===== config.mk =====
export PLATFORM = sky130hd
export DESIGN_NAME = inverter
export DESIGN_NICKNAME = d
export VERILOG_FILES = /design/src/rtl/inverter.sv
export SDC_FILE = /design/constraint.sdc
export NUM_CORES = 1
export LEC_CHECK = 0
export BUFFER_PORTS_ARGS = -buffer_cell sky130_fd_sc_hd__buf_2
export CAP_MARGIN = 20
export CELL_PAD_IN_SITES_DETAIL_PLACEMENT = 2
export CELL_PAD_IN_SITES_GLOBAL_PLACEMENT = 2
export CORE_AREA = 2 2 72 74
export CTS_CLUSTER_SIZE = 30
export DETAILED_ROUTE_END_ITERATION = 7
export DIE_AREA = 0 0 74 76
export GPL_ROUTABILITY_DRIVEN = 0
export HOLD_SLACK_MARGIN = 0.05
export PLACE_DENSITY = 0.8
export SLEW_MARGIN = 20
export SYNTH_ARGS = -nofsm -noshare
export SYNTH_HDL_FRONTEND = slang
export SYNTH_SLANG_ARGS = --single-unit

===== constraint.sdc =====
create_clock -name clk -period 2.2 [get_ports clk]
set_input_delay 0.44 -clock clk [delete_from_list [all_inputs] [get_ports clk]]
set_output_delay 0.44 -clock clk [all_outputs]
set_load 0.05 [all_outputs]

===== src/rtl/inverter.sv =====
`default_nettype none
// ============================================================================
// Module   : inverter
// Brief    : Combinational bitwise inverter with input sampling, saturating
//            toggle counter and registered idle detector.
// Revision : 1.0 - initial release
// ============================================================================
module inverter #(
    parameter int WIDTH      = 1,
    parameter int CNT_W      = 16,
    parameter int IDLE_LIMIT = 1024
) (
    input  logic             clk,
    input  logic             rst,
    input  logic [WIDTH-1:0] a,
    output logic [WIDTH-1:0] y,
    output logic [CNT_W-1:0] toggle_cnt,
    output logic             idle,
    output logic [WIDTH-1:0] sample
);

    localparam int                    c_IDLE_W   = $clog2(IDLE_LIMIT + 1);
    localparam logic [c_IDLE_W-1:0]   c_IDLE_MAX = c_IDLE_W'(IDLE_LIMIT);
    localparam logic [CNT_W-1:0]      c_CNT_MAX  = {CNT_W{1'b1}};

    logic [WIDTH-1:0]    r_sample;
    logic [CNT_W-1:0]    r_toggle_cnt;
    logic [c_IDLE_W-1:0] r_idle_cnt;
    logic                r_idle;

    logic                w_toggle;
    logic [CNT_W-1:0]    w_toggle_cnt_nxt;
    logic [c_IDLE_W-1:0] w_idle_cnt_nxt;

    // The data path is a straight inversion; no register or reset touches it.
    assign y = ~a;

    // Any number of bits changing in one sampled cycle is a single toggle.
    assign w_toggle = (a != r_sample);

    always_comb begin
        w_toggle_cnt_nxt = r_toggle_cnt;
        if (w_toggle && (r_toggle_cnt != c_CNT_MAX)) begin
            w_toggle_cnt_nxt = r_toggle_cnt + 1'b1;
        end
    end

    always_comb begin
        w_idle_cnt_nxt = r_idle_cnt;
        if (w_toggle) begin
            w_idle_cnt_nxt = '0;
        end else if (r_idle_cnt != c_IDLE_MAX) begin
            w_idle_cnt_nxt = r_idle_cnt + 1'b1;
        end
    end

    // idle is registered from the next-state count so it tracks r_idle_cnt
    // on the same cycle without an extra stage of lag.
    always_ff @(posedge clk) begin
        if (rst) begin
            r_sample     <= '0;
            r_toggle_cnt <= '0;
            r_idle_cnt   <= '0;
            r_idle       <= 1'b0;
        end else begin
            r_sample     <= a;
            r_toggle_cnt <= w_toggle_cnt_nxt;
            r_idle_cnt   <= w_idle_cnt_nxt;
            r_idle       <= (w_idle_cnt_nxt == c_IDLE_MAX);
        end
    end

    assign sample     = r_sample;
    assign toggle_cnt = r_toggle_cnt;
    assign idle       = r_idle;

endmodule
`default_nettype wire


After elaboration in Yosys (flattened, before gate mapping). Index checks and enable logic that the tools add are counted. Widths: inputs -> output; s select.

Bits in registers: 29. Input bits: 3. Output and inout port bits: 19.

Add/subtract/negate cells: 2. Equal/unequal tests: 4. Mux-type cells: 2. Bitwise gates (word level): 1. Reduce and logical (&&, ||, !) cells: 1.

Operator list (number): $mux 11 (2); $add 16x1->16 const B (1); $ne 16x16->1 const B (1); $add 11x1->11 const B (1); $eq 11x11->1 const B (1); $ne 11x11->1 const B (1); $logic_and 1x1->1 (1); $ne 1x1->1 (1); $not 1->1 (1).

Logic depth before layout (Yosys ltp).
Word-level depth: 4. Mapped depth: 6. Gate-level depth less buffers: 5.

Least setup slack after synthesis. OpenSTA, ideal clock, no wires.

Path kind: flip-flop to flip-flop. From: reg r_toggle_cnt[6] (netlist: toggle_cnt[6]). To: reg r_toggle_cnt[15] (netlist: toggle_cnt[15]). Arrival: 1.969 ns. Data required time: 2.077 ns. Path slack: 0.108 ns. Stages on the path, launching flop included: 5. Buffers on the path: 0. Cell sequence: dfxtp_1 -> nand4_1 -> or3_1 -> nor3_1 -> mux2_1.

Longest elaborated chain between the ends: 2. Elaborated cells between the ends (all ways): 3. Those cells by class: 1 x add/sub; 1 x eq/ne; 1 x reduce/logical.

Ends and longest elaborated chain: from (decl) (line 27) `logic [CNT_W-1:0] r_toggle_cnt;`; from (signal assigned) (line 67) `r_toggle_cnt <= w_toggle_cnt_nxt;`; parallel branches: the longest is 2 deep, another holds $add 16x1->16.

Several ways; the timed one is not identified. A chain may end at the register's enable or synchronous reset.

Worst setup path after layout.
From: reg r_idle_cnt[1]. To: reg r_idle (netlist: idle).

Longest elaborated chain between the ends: 4. Elaborated cells between the ends (all ways): 5. Those cells by class: 1 x add/sub; 2 x eq/ne; 2 x mux.

Ends and longest elaborated chain: from (decl) (line 28) `logic [c_IDLE_W-1:0] r_idle_cnt;`; from (signal assigned) (line 68) `r_idle_cnt <= w_idle_cnt_nxt;`; $add 11x1->11 / $ne 11x11->1 (equally long branches) (line 53, 52); $mux 11 (*) (line 52) `end else if (r_idle_cnt != c_IDLE_MAX) begin`; $mux 11 (*) (line 50) `if (w_toggle) begin`; $eq 11x11->1 (*) (line 69) `r_idle <= (w_idle_cnt_nxt == c_IDLE_MAX);`; to (signal assigned) (line 69); to (decl) (line 29) `logic r_idle;`.

Every way passes the cells marked *; elsewhere a longest branch is shown, timed or not.

==> qor.txt <==
antenna violations before repair: 0
# rows: 26
library cells used by synthesis: 47
DR pass1 iterations: 4
Critical Path Fanout Max: 7
fin util: 0.383
Post-Syn Area per Cell: 8.69 um2
Worst Max-Slew Pin Slew: 0.638 ns
Resized cells post-CTS: 0
IO Pins: 22
top-area cell type share of the netlist area: 0.365
Reg-to-Reg Start: r_idle_cnt[1]
Layout Nets: 215
DRC: 0
vias per inst: 5.39
Clk Latency, worst-skew pair: 0.28 ns
FF-to-FF path depth: 5
Max Cap Viol: 0
# fillers: 573
count leader, synth: dfxtp_1
final instance area: 0.00188 mm2
worst path arrival time: 2.16 ns
hold path start: a
Post-synth ARST share: 0
# setup viols final: 0
Tmin final: 2.00 ns
Min-Delay Path Depth: 3
met2 usage: 0.276
Tot GR Track Use: 0.175
setup bufs post-CTS: 0
WS Path Type: reg -> reg
busiest grt layer: met2
die area: 0.00562 mm2
number of global-route vias before repair: 1,567
Die Ht: 76 um
largest area contributor in the netlist: dfxtp_1
drt wl/cell: 15.8 um
synthesized flop and latch total: 29
TritonCTS clock tree: built
WL final: 4430 um
Worst EP required: 2.36 ns
Max Freq: 499 MHz
status: finished clean
Reg-to-Reg End: idle
I/O Buffers: 21
Synth Flop Type: dfxtp_1
fraction of the yosys area taken by sequential cells: 0.365
fin cells: 280
clock buffer depth: 2
share of layout cells above drive strength 1: 0.210
Syn-to-layout area delta: 18.4%
die width: 74 um
number of synthesized flops with an enable pin: 0
antenna-violating nets left: 0
Post-Synthesis Cells: 183
Hold Vio Cnt, Final: 0
Tot Pwr: 1150 uW
RSZ-0062 raised after global routing: false
root buffer cell: clkbuf_8
H-Tree Depth: 2
Remaining Overflow, GRT: 0
# hold bufs at CTS: 0
clock skew: 0.00408 ns
reg2reg setup slack: 0.20 ns
met3 Track Usage GR: 0.0476
Std-Cell Core Area: 0.00491 mm2
worst vdd ir: 271 uV
Setup TNS: 0 ns
Synth Net Count: 189
Rel. slew slack: 0.571
vias: 1,508
Starting DRT DRC Count: 49
met1 GRT Util: 0.221
YS warnings: 0
placed cells: 272
Reg clk slew, reported paths: 0.07 ns
Synth top cells by count: 29 x dfxtp_1, 14 x nor2_1, 13 x nand3_1
Starting Density: 0.324
Clock Sinks: 29
Worst Hold Class: in -> reg
Power Density: 612 mW/mm2
first-pass GRT wire length: 7710 um
worst hold endpoint: sample
static leakage: 0.000732 uW
dpl cell area: 0.00178 mm2
Tcrit/Tclk final: 0.911
Final Max Tran Viols: 0
Worst setup SP type: register
cell area after synthesis: 0.00159 mm2
Antenna Cells: 0
leading post-synthesis cells by cell area: dfxtp_1 37%, nand3_1 4.1%, mux2_1 3.5%
Num CTS Buffers: 5
largest net degree at the start of global routing: 21
Critical Path End Type: register
HPWL after DPL: 3200 um
## critical path: stages, from the launching register on
cell,delay [ns]
dfxtp_1,0.46
ha_1,0.32
and3_1,0.36
and4_1,0.28
mux2i_1,0.36
a2111oi_2,0.09
## placed cells by master (no fill, tap or decap), types with 6 or more instances in the layout
| master | Yosys | routed |
|---|---|---|
| a21oi_1 | 11 | 11 |
| buf_2 | 1 | 21 |
| clkbuf_8 | 0 | 7 |
| dfxtp_1 | 29 | 29 |
| inv_1 | 7 | 7 |
| nand2_1 | 11 | 11 |
| nand3_1 | 13 | 13 |
| nand4_1 | 7 | 7 |
| nor2_1 | 14 | 14 |
| nor2b_1 | 6 | 6 |
| nor3_1 | 7 | 7 |
## metrics by stage
stage	setup slack (ns)	hold WS, ns
after CTS	0.178	0.426
after floorplan	0.108	0.547
after global placement	0.279	0.488
after global routing	0.0518	0.441
final	0.197	0.430
after detailed placement	0.192	0.509
## kinds of logic after synthesis
group,synth area share
DFF,0.365
adders and majority gates,0.0236
and+or+nand+nor,0.319
buffers and inverters,0.0409
AOI/OAI and AO/OA,0.142
xor gates and xnor gates,0.0496
muxes,0.0606
## final cells by class
type / instances / area [um2] / share of cell area
Multi-Input combinational cell: 140 / 945 / 0.502
Clock inverter: 1 / 5.00 / 0.00266
Sequential cell: 29 / 581 / 0.308
Inverter: 7 / 26.3 / 0.0140
Clock buffer: 7 / 96.3 / 0.0512
Tap cell: 70 / 87.6 / 0.0465
Timing Repair Buffer: 26 / 143 / 0.0757
## state kept, by name (all words and copies together), names as in the netlist
signal and cells:
sample 1, toggle_cnt 16, r_idle_cnt 11, idle 1
## layer usage
layer,up-vias,part of all wire
met1,746,0.46
li1,729,-
met4,0,0.024
met5,-,0
met2,22,0.49
met3,11,0.028
## where the power goes
part           leakage, uW  internal (uW)  switching (uW)
clock network    0.0000542            283             221
logic             0.000443           30.7            70.6
registers         0.000234            534            12.4
## worst max-delay path by stage
stage	start	endpoint	slack, ns	depth (start not counted)
after floorplan	toggle_cnt[6]	toggle_cnt[15]	0.11	4
after global placement	r_idle_cnt[1]	idle	0.28	5
after detailed placement	r_idle_cnt[1]	idle	0.19	5
after CTS	r_idle_cnt[1]	idle	0.18	5
after global routing	r_idle_cnt[1]	idle	0.05	5
final	r_idle_cnt[1]	idle	0.20	5
Note: power is estimated with default switching activity, not from simulation.
